`src/rtl/pause_fade_ctrl.sv`:
```
// pause_fade_ctrl: merges button, external requests and OSD state into one
// registered CPU pause, then fades the video in timed steps while paused.
module pause_fade_ctrl #(
  parameter int unsigned RW          = 3,
  parameter int unsigned GW          = 3,
  parameter int unsigned BW          = 2,
  parameter int unsigned NREQ        = 2,
  parameter int unsigned TICK_CYCLES = 6000000,
  parameter int unsigned DIM_TICKS   = 40,
  parameter int unsigned DIM_MAX     = 1
) (
  input  logic                  clk_sys,
  input  logic                  reset,
  input  logic                  user_button,
  input  logic [NREQ-1:0]       pause_request,
  input  logic                  OSD_STATUS,
  input  logic [1:0]            options,
  input  logic [RW-1:0]         r,
  input  logic [GW-1:0]         g,
  input  logic [BW-1:0]         b,
  output logic                  pause_cpu,
  output logic [NREQ+1:0]       pause_src,
  output logic [1:0]            dim_level,
  output logic [RW+GW+BW-1:0]   rgb_out
);

  localparam int unsigned CW = (TICK_CYCLES > 1) ? $clog2(TICK_CYCLES) : 1;
  localparam int unsigned TW = (DIM_TICKS > 0) ? $clog2(DIM_TICKS + 1) : 1;

  typedef enum logic [1:0] {
    IDLE = 2'd0,
    WAIT = 2'd1,
    FADE = 2'd2
  } state_t;

  state_t          state;
  logic            btn_d;
  logic            user_pause;
  logic [CW-1:0]   cyc_cnt;
  logic [TW-1:0]   tick_cnt;

  logic            user_pause_next;
  logic [NREQ+1:0] src_next;
  logic            pause_next;
  logic            tick;
  logic [TW-1:0]   tick_cnt_next;

  // Next-state pause sources and fade tick decode
  always_comb begin
    user_pause_next = user_pause ^ (user_button & ~btn_d);
    src_next        = {OSD_STATUS & options[0], user_pause_next, pause_request};
    pause_next      = |src_next;
    tick            = (cyc_cnt == CW'(TICK_CYCLES - 1));
    tick_cnt_next   = tick_cnt;
    if (tick && (tick_cnt != TW'(DIM_TICKS)))
      tick_cnt_next = tick_cnt + 1'b1;
  end

  // Pause merge, fade FSM and dimmed video register.
  // The FSM follows the next-state pause so that the first fade step lands
  // exactly DIM_TICKS*TICK_CYCLES cycles after pause_cpu rises, and dim_level
  // clears on the same edge that pause_cpu falls.
  always_ff @(posedge clk_sys) begin
    if (reset) begin
      btn_d      <= 1'b1;
      user_pause <= 1'b0;
      pause_src  <= '0;
      pause_cpu  <= 1'b0;
      dim_level  <= '0;
      rgb_out    <= '0;
      state      <= IDLE;
      cyc_cnt    <= '0;
      tick_cnt   <= '0;
    end else begin
      btn_d      <= user_button;
      user_pause <= user_pause_next;
      pause_src  <= src_next;
      pause_cpu  <= pause_next;
      rgb_out    <= {r >> dim_level, g >> dim_level, b >> dim_level};

      if (!pause_next) begin
        state     <= IDLE;
        dim_level <= '0;
        cyc_cnt   <= '0;
        tick_cnt  <= '0;
      end else if (!options[1]) begin
        state     <= WAIT;
        dim_level <= '0;
        cyc_cnt   <= '0;
      end else begin
        case (state)
          IDLE: begin
            state    <= WAIT;
            cyc_cnt  <= '0;
            tick_cnt <= '0;
          end
          WAIT: begin
            cyc_cnt  <= tick ? '0 : cyc_cnt + 1'b1;
            tick_cnt <= tick_cnt_next;
            if (tick_cnt_next == TW'(DIM_TICKS)) begin
              state     <= FADE;
              dim_level <= 2'd1;
            end
          end
          FADE: begin
            cyc_cnt  <= tick ? '0 : cyc_cnt + 1'b1;
            tick_cnt <= tick_cnt_next;
            if (tick && (dim_level < 2'(DIM_MAX)))
              dim_level <= dim_level + 1'b1;
          end
          default: begin
            state     <= IDLE;
            dim_level <= '0;
          end
        endcase
      end
    end
  end

endmodule

```
`config.mk`:
```
export PLATFORM = sky130hd
export DESIGN_NAME = pause_fade_ctrl
export DESIGN_NICKNAME = d
export VERILOG_FILES = /design/src/rtl/pause_fade_ctrl.sv
export SDC_FILE = /design/constraint.sdc
export NUM_CORES = 1
export LEC_CHECK = 0
export BUFFER_PORTS_ARGS = -buffer_cell sky130_fd_sc_hd__buf_2
export CORE_AREA = 2 2 101 103
export DETAILED_ROUTE_END_ITERATION = 10
export DIE_AREA = 0 0 103 105
export SLEW_MARGIN = 40
export SYNTH_ARGS = -nofsm -noshare
export SYNTH_HDL_FRONTEND = slang
export SYNTH_SLANG_ARGS = --single-unit
```
`constraint.sdc`:
```
create_clock -name clk_sys -period 3.12 [get_ports clk_sys]
set_input_delay 0.156 -clock clk_sys [delete_from_list [all_inputs] [get_ports clk_sys]]
set_output_delay 0.156 -clock clk_sys [all_outputs]
set_load 0.02 [all_outputs]
```
Word level (Yosys, flattened, before mapping):

Index checks and enable logic that the tools add are counted.

* add/sub/neg operators: 3
* equality and inequality tests: 9
* muxes and demuxes: 10
* bitwise logic cells: 8
* reduce and logical (&&, ||, !) cells: 12
* $lt $le $gt $ge: 1
* shifts and indexed selects: 3

Operators by type and width (count)
* $pmux W23 S2: 1
* $add A23 B1 Y23 const B: 1
* $eq A23 B23 Y1 const B: 1
* $mux W23: 1
* $pmux W2 S3: 2
* $pmux W6 S2: 1
* $add A6 B1 Y6 const B: 1
* $eq A6 B6 Y1 const B: 1
* $mux W2: 3
* $mux W6: 1
* $ne A2 B2 Y1 const B: 3
* $ne A6 B6 Y1 const B: 1
* $reduce_and A2 Y1: 3
* $shr A3 B2 Y3: 2
* $not A1 Y1: 5
* $reduce_or A2 Y1: 2
* $reduce_or A4 Y1: 1
* $ne A3 B3 Y1 const B: 1
* $reduce_and A3 Y1: 1
* $reduce_or A3 Y1: 1
* $add A2 B1 Y2 const B: 1
* $and A1 B1 Y1: 2
* $eq A2 B1 Y1 const B: 1
* $eq A2 B2 Y1 const B: 1
* other kinds (7): 8

* logic and storage cells: 56
* output and inout bits: 15
* input port bits: 16
* register bits: 48

Logic depth before layout (Yosys ltp):

Gate-level depths: netlist of run 1.

* depth in word-level cells: 7
* gate-level depth with buffers: 9

Worst setup path before layout of run 1:

OpenSTA, ideal clock, no wires.

* kind: register to register
* start point: register cyc_cnt[9]
* end point: register dim_level[0]
* cell stages (with the launch flop): 8
* setup slack: 0.561 ns
* data arrival time: 2.494 ns
* clock period less this slack: 2.559 ns
* path through: dfxtp_1 -> or4b_4 -> nor4_4 -> nand4_4 -> mux2_4 -> a31oi_1 -> mux2_1 -> nor2_1

* cells in the longest elaborated chain, start to end: 6
* elaborated cells on any way between the ends: 8

RTL lines
* from (decl): RTL line 39 `logic [CW-1:0] cyc_cnt;`
* from (signal assigned): RTL line 98 `cyc_cnt <= tick ? '0 : cyc_cnt + 1'b1;`
* from (signal assigned): RTL line 106 `cyc_cnt <= tick ? '0 : cyc_cnt + 1'b1;`
* $eq A23 B23 Y1 (*): RTL line 53 `tick = (cyc_cnt == CW'(TICK_CYCLES - 1));`
* $logic_and A1 B1 Y1: RTL line 55 `if (tick && (tick_cnt != TW'(DIM_TICKS)))`
* $mux W6: RTL line 55
* $eq A6 B6 Y1: RTL line 100 `if (tick_cnt_next == TW'(DIM_TICKS)) begin`
* $ne A2 B2 Y1 (no source line)
* $reduce_and A3 Y1 (no source line) (*)
* to (signal assigned): RTL line 109 `dim_level <= dim_level + 1'b1;`
* to (decl): RTL line 23 `output logic [1:0] dim_level,`

Every way passes the cells marked *; elsewhere a longest branch is shown, timed or not.
A chain may end at the register's enable or synchronous reset.

Worst setup path after layout of run 1:

* start point: register cyc_cnt[0]
* end point: register dim_level[1]

Same word-level chain as after synthesis.

==> results of run 1 <==
[synthesized netlist by cell type (2+ instances only)]
| cell | instances |
|---|---|
| nand3_1 | 11 |
| nor3_1 | 13 |
| o21a_1 | 2 |
| nor2_1 | 49 |
| xnor2_1 | 10 |
| inv_1 | 12 |
| a31oi_1 | 2 |
| xor2_1 | 4 |
| dfxtp_1 | 47 |
| a21oi_1 | 18 |
| and2_1 | 4 |
| nand3b_1 | 5 |
| clkbuf_1 | 10 |
| nor2b_1 | 8 |
| nor4_1 | 3 |
| nor3b_1 | 2 |
| mux2i_1 | 5 |
| or4_1 | 3 |
| ha_1 | 9 |
| a21o_1 | 2 |
| o21ai_0 | 10 |
| nand2_1 | 17 |
| and4_1 | 2 |
| and3_1 | 3 |
| or2_2 | 3 |
| nand2b_1 | 2 |
| nand4_1 | 5 |
| mux2_1 | 2 |
[power by group]
| group | internal, W | switching [W] | total, W |
|---|---|---|---|
| clock network | 0.000320 | 0.000207 | 0.000527 |
| logic | 0.0000606 | 0.0000953 | 0.000156 |
| registers | 0.000615 | 0.00000768 | 0.000623 |
| total | 0.000996 | 0.000310 | 0.00131 |
[through the flow]
step	total power [W]	hold WS (ns)	std cells	worst slack, ns
2_1_floorplan	0.000746	0.239	284	0.561
3_3_place_gp	0.000791	0.355	438	0.477
3_5_place_dp	0.000793	0.357	438	0.414
4_1_cts	0.00132	0.0423	446	0.385
5_1_grt	0.00137	0.0509	446	0.125
6_report	0.00131	0.0482	446	0.339
[critical path: stages (launching register included)]
cell and delay (ns):
dfxtp_1 0.39, ha_1 0.23, nand4_1 0.23, nor4_4 0.59
nand4_4 0.20, mux2_4 0.36, a31oi_1 0.28, mux2_1 0.36
nor2_1 0.08
[state kept, by name, summed over array words and instances (netlist names)]
| signal | cells |
|---|---|
| btn_d | 1 |
| tick_cnt | 6 |
| state | 2 |
| pause_cpu | 1 |
| dim_level | 2 |
| pause_src | 4 |
| cyc_cnt | 23 |
| rgb_out | 8 |
[worst paths after layout]
check	end	slack (ns)	depth (start not counted)	start
worst max register to register	dim_level[1]	0.34	8	cyc_cnt[0]
worst max-delay path	dim_level[1]	0.34	8	cyc_cnt[0]
worst min-delay path	btn_d	0.05	2	user_button
worst min register to register	cyc_cnt[13]	0.52	2	cyc_cnt[13]
[cell type report]
type                       instances  area, um^2
sequential                        47         941
clock inverter                     2        60.1
timing repair buffer              33         173
inverter                          12        45.0
tap                              133         166
multi-input combinational        213        1330
fill                            1037        6850
clock buffer                       6        72.6
[cell usage in the layout (no fill, tap or decap), types with 3 or more instances in the layout]
| master | synthesis | layout |
|---|---|---|
| nor2b_1 | 8 | 8 |
| dfxtp_1 | 47 | 47 |
| buf_2 | 1 | 30 |
| and2_1 | 4 | 4 |
| nor2_1 | 49 | 49 |
| ha_1 | 9 | 9 |
| or2_2 | 3 | 3 |
| or4_1 | 3 | 3 |
| nand2_1 | 17 | 17 |
| o21ai_0 | 10 | 10 |
| a21oi_1 | 18 | 18 |
| nand4_1 | 5 | 5 |
| xnor2_1 | 10 | 10 |
| and3_1 | 3 | 3 |
| mux2i_1 | 5 | 5 |
| nand3_1 | 11 | 11 |
| nor4_1 | 3 | 3 |
| xor2_1 | 4 | 4 |
| inv_1 | 12 | 12 |
| clkbuf_8 | 0 | 5 |
| buf_4 | 1 | 3 |
| nand3b_1 | 5 | 5 |
| nor3_1 | 13 | 13 |
[metal layers]
| layer | track usage | up-vias | wire length (um) |
|---|---|---|---|
| met2 | 0.150 | 51 | 2280 |
| li1 | - | 1039 | - |
| met1 | 0.126 | 938 | 2420 |
| met3 | 0.0234 | 7 | 213 |
| met5 | 0 | - | 0 |
| met4 | 0.0423 | 0 | 102 |
[kinds of logic (layout without fill, tap and decap cells)]
group           after synthesis  after routing  synth area share
simple gates                140            140             0.319
flops                        47             47             0.397
compound gates               42             42             0.107
buf+inv                      24             53            0.0402
xor+xnor                     14             14            0.0518
fa+ha+maj                     9              9            0.0476
mux                           8              8            0.0370
==> results.ini, run 1 <==
[sta]
period_minus_slack_ns=2.78
rsz0062_at_grt=false
worst_slew_pin_slew_ns=0.709
hold_viol=0
fin_skew_ns=0.00983
max_clock_freq_mhz=360
tns_ns=0
maxSlewViolCount=0
maxSlewHeadroom=0.527
fin_crit_sh=0.891
finalSetupViolations=0

[die]
dieArea_mm2=0.0108
core_area_mm2=0.00964
io_pins=31
rows=36
die_x_um=103
die_height_um=105
initial_core_util=0.246

[placement]
place_area_mm2=0.00266
gp_congestion=0.839
portBuffers=30
dp_hpwl_um=3690

[finish]
area_growth_pct=17.8
fin_util=0.289
drive_gt1_frac=0.163
final_area_mm2=0.00279
nets=337
num_antenna_cells=0

[synthesis]
syn_area_mm2=0.00237
synth-seq-area-share=0.397
syn_nets=309
synth_edf_count=0
yosysTopAreaCell=dfxtp_1
synth_cell_types=49
yosys_warnings=0
syn_inst=284
synth-async-reset-ratio=0
synth_top_area_share=0.397
ys.flop_type=dfxtp_1
syn_avg_cell_area_um2=8.34
ys_ff_latch=47
synth_area_leaders=dfxtp_1, nor2_1, ha_1

[run_status]
outcome=finished, final reports clean

[clocking]
cts_buffers=5
post-cts-setup-buffers=0
clockRootBuffer=clkbuf_8
ctsResizeCount=0
cts_tree=built
ctsHoldBuffers=0
cts.sinks=47
cts_max_level=2
ctsLongestPathBuffers=2
clk_latency_ns=0.30
clk_pin_slew_ns=0.09

[critical_path]
critPathLaunchType=register
cp-end-kind=register
crit_fanout=8
critPathRequiredTime_ns=3.36
crit_arrival_ns=3.02
critPathKind=register to register

[drt]
via_per_inst=4.56
totalWireLength_um=5010
wl_per_cell_um=11.2
firstDrtPassIters=4
num_vias=2035
drt_iter0_drc=114
drc=0
ant_nets=0

[global_routing]
antenna_found_initial=0
grt_first_pass_wirelength_um=8560
grt_start_max_net_pins=21
track_usage=0.0965
grt_pass1_vias=1930
grt_overflow=0

[power_and_ir_drop]
p_per_area_mw_per_mm2=468
ir_worst_vdd_mv=0.158
leakagePower_nw=1.02

[job]
maxCapViolations=0

[worst_hold_path]
min_path_type=primary input to register

No activity file was read; power rests on OpenSTA's default activity.
==> inputs of run 2 (changes only) <==
Settings changed: BUFFER_PORTS_ARGS -buffer_cell sky130_fd_sc_hd__buf_2 to default, DONT_BUFFER_PORTS from default to 1, HOLD_SLACK_MARGIN from default to 0.06.
==> results.ini, run 2 (same netlist as run 1, synthesis figures left out) <==
[global_routing]
grt_overflow=0  ; unchanged
grt_first_pass_wirelength_um=8490  ; was 8560 um
track_usage=0.0974  ; was 0.0965
antenna_found_initial=0  ; unchanged
grt_start_max_net_pins=21  ; unchanged
grt_pass1_vias=1865  ; was 1930

[sta]
max_clock_freq_mhz=362  ; was 360 MHz
maxSlewViolCount=0  ; unchanged
fin_skew_ns=0.00328  ; was 0.00983 ns
tns_ns=0  ; unchanged
hold_viol=0  ; unchanged
finalSetupViolations=0  ; unchanged
fin_crit_sh=0.886  ; was 0.891
period_minus_slack_ns=2.76  ; was 2.78 ns
maxSlewHeadroom=0.527  ; about the same
worst_slew_pin_slew_ns=0.709  ; about the same
rsz0062_at_grt=false  ; unchanged

[clocking]
cts_max_level=2  ; unchanged
clk_pin_slew_ns=0.09  ; about the same
cts_tree=built  ; unchanged
ctsResizeCount=0  ; unchanged
clk_latency_ns=0.30  ; about the same
ctsLongestPathBuffers=2  ; unchanged
post-cts-setup-buffers=0  ; unchanged
clockRootBuffer=clkbuf_8  ; unchanged
cts.sinks=47  ; unchanged
cts_buffers=5  ; unchanged

[die]
io_pins=31  ; unchanged
die_x_um=103  ; unchanged
core_area_mm2=0.00964  ; unchanged
dieArea_mm2=0.0108  ; unchanged
die_height_um=105  ; unchanged
rows=36  ; unchanged
initial_core_util=0.246  ; unchanged

[finish]
fin_util=0.287  ; was 0.289
layout_commonest_cell=nor2_1  ; unchanged
drive_gt1_frac=0.0709  ; was 0.163
num_antenna_cells=0  ; unchanged
nets=320  ; was 337
reg_top3=cyc_cnt x23, rgb_out x8, tick_cnt x6  ; unchanged
largest_reg_flops=23  ; unchanged
layout_common_cells=nor2_1, dfxtp_1, a21oi_1  ; was nor2_1, dfxtp_1, buf_2
area_growth_pct=17.0  ; was 17.8%
final_area_mm2=0.00277  ; was 0.00279 mm^2
largest_register=cyc_cnt  ; unchanged

[critical_path]
cp_top_family=simple AND/OR/NAND/NOR gates  ; unchanged
cp-end-kind=register  ; unchanged
slowest_stage=or4b_4  ; was nor4_4
crit_fanout=8  ; unchanged
crit_buf_inv=0  ; unchanged
crit_arrival_ns=3.01  ; was 3.02 ns
critPathRequiredTime_ns=3.36  ; about the same
critPathLaunchType=register  ; unchanged
crit_path_max_incr_delay_ns=0.57  ; was 0.59 ns
critPathKind=register to register  ; unchanged
crit_chain=or4b_4 -> nor4_4 -> nand4_4 -> mux2_4 -> a31oi_1 -> mux2_1 -> nor2_1  ; was ha_1 -> nand4_1 -> nor4_4 -> nand4_4 -> mux2_4 -> a31oi_1 -> mux2_1 -> nor2_1

[drt]
drc=0  ; unchanged
wl_per_cell_um=11.8  ; was 11.2 um
num_vias=2009  ; was 2035
ant_nets=0  ; unchanged
drt_iter0_drc=54  ; was 114
totalWireLength_um=5070  ; was 5010 um
firstDrtPassIters=4  ; unchanged
via_per_inst=4.68  ; was 4.56

[placement]
portBuffers=0  ; was 30
place_area_mm2=0.00251  ; was 0.00266 mm^2
gp_congestion=0.814  ; was 0.839
dp_hpwl_um=3550  ; was 3690 um

[worst_hold_path]
min_path_type=primary input to register  ; unchanged

[power_and_ir_drop]
ir_worst_vdd_mv=0.246  ; was 0.158 mV
leakagePower_nw=0.938  ; was 1.02 nW
p_per_area_mw_per_mm2=470  ; was 468 mW/mm^2

[run_status]
outcome=finished, final reports clean  ; unchanged

[job]
maxCapViolations=0  ; unchanged

[run 2: final cells by class]
cell class	instances	area, um^2
clock buffers	6	72.6
inverters	12	45.0
clock inverters	2	60.1
multi-input cells	213	1330
fillers	1035	6870
flip-flops and latches	47	941
well taps	133	166
repair buffers	16	153
[run 2: through the flow]
stage          worst slack (ns)  std cells  hold slack [ns]  total power (W)
2_1_floorplan             0.561        284            0.239         0.000746
3_3_place_gp              0.468        408            0.233         0.000768
3_5_place_dp              0.385        408            0.233         0.000770
4_1_cts                   0.362        429           0.0601          0.00131
5_1_grt                   0.154        429           0.0648          0.00136
6_report                  0.356        429           0.0614          0.00130
[run 2: path summary, 6_finish.rpt]
path          startpoint            to  slack [ns]  cells past startpoint
min reg2reg  cyc_cnt[11]   cyc_cnt[11]        0.52                      2
max reg2reg   cyc_cnt[9]  dim_level[0]        0.36                      7
min                 g[1]    rgb_out[3]        0.06                      2
max           cyc_cnt[9]  dim_level[0]        0.36                      7
[run 2: per-layer routing]
| layer | global-route usage | vias up | routed length, um |
|---|---|---|---|
| met5 | 0 | - | 0 |
| met4 | 0.0479 | 0 | 112 |
| met3 | 0.0221 | 7 | 230 |
| met2 | 0.161 | 50 | 2410 |
| met1 | 0.117 | 944 | 2310 |
| li1 | - | 1008 | - |
[run 2: timing repair]
item | CTS | global route
hold buffers | 13 | 0
hold endpoints to repair | 13 | 0
setup endpoints to repair | 0 | 0
[run 2: report_power, final]
part           internal (W)  switching [W]
clock network      0.000320       0.000210
logic             0.0000578      0.0000746
registers          0.000616      0.0000235
[run 2: worst reg2reg max path, stage by stage, from the launching register on]
cell and delay, ns:
dfxtp_1 0.37, or4b_4 0.57, nor4_4 0.52, nand4_4 0.20, mux2_4 0.36, a31oi_1 0.27, mux2_1 0.36, nor2_1 0.08
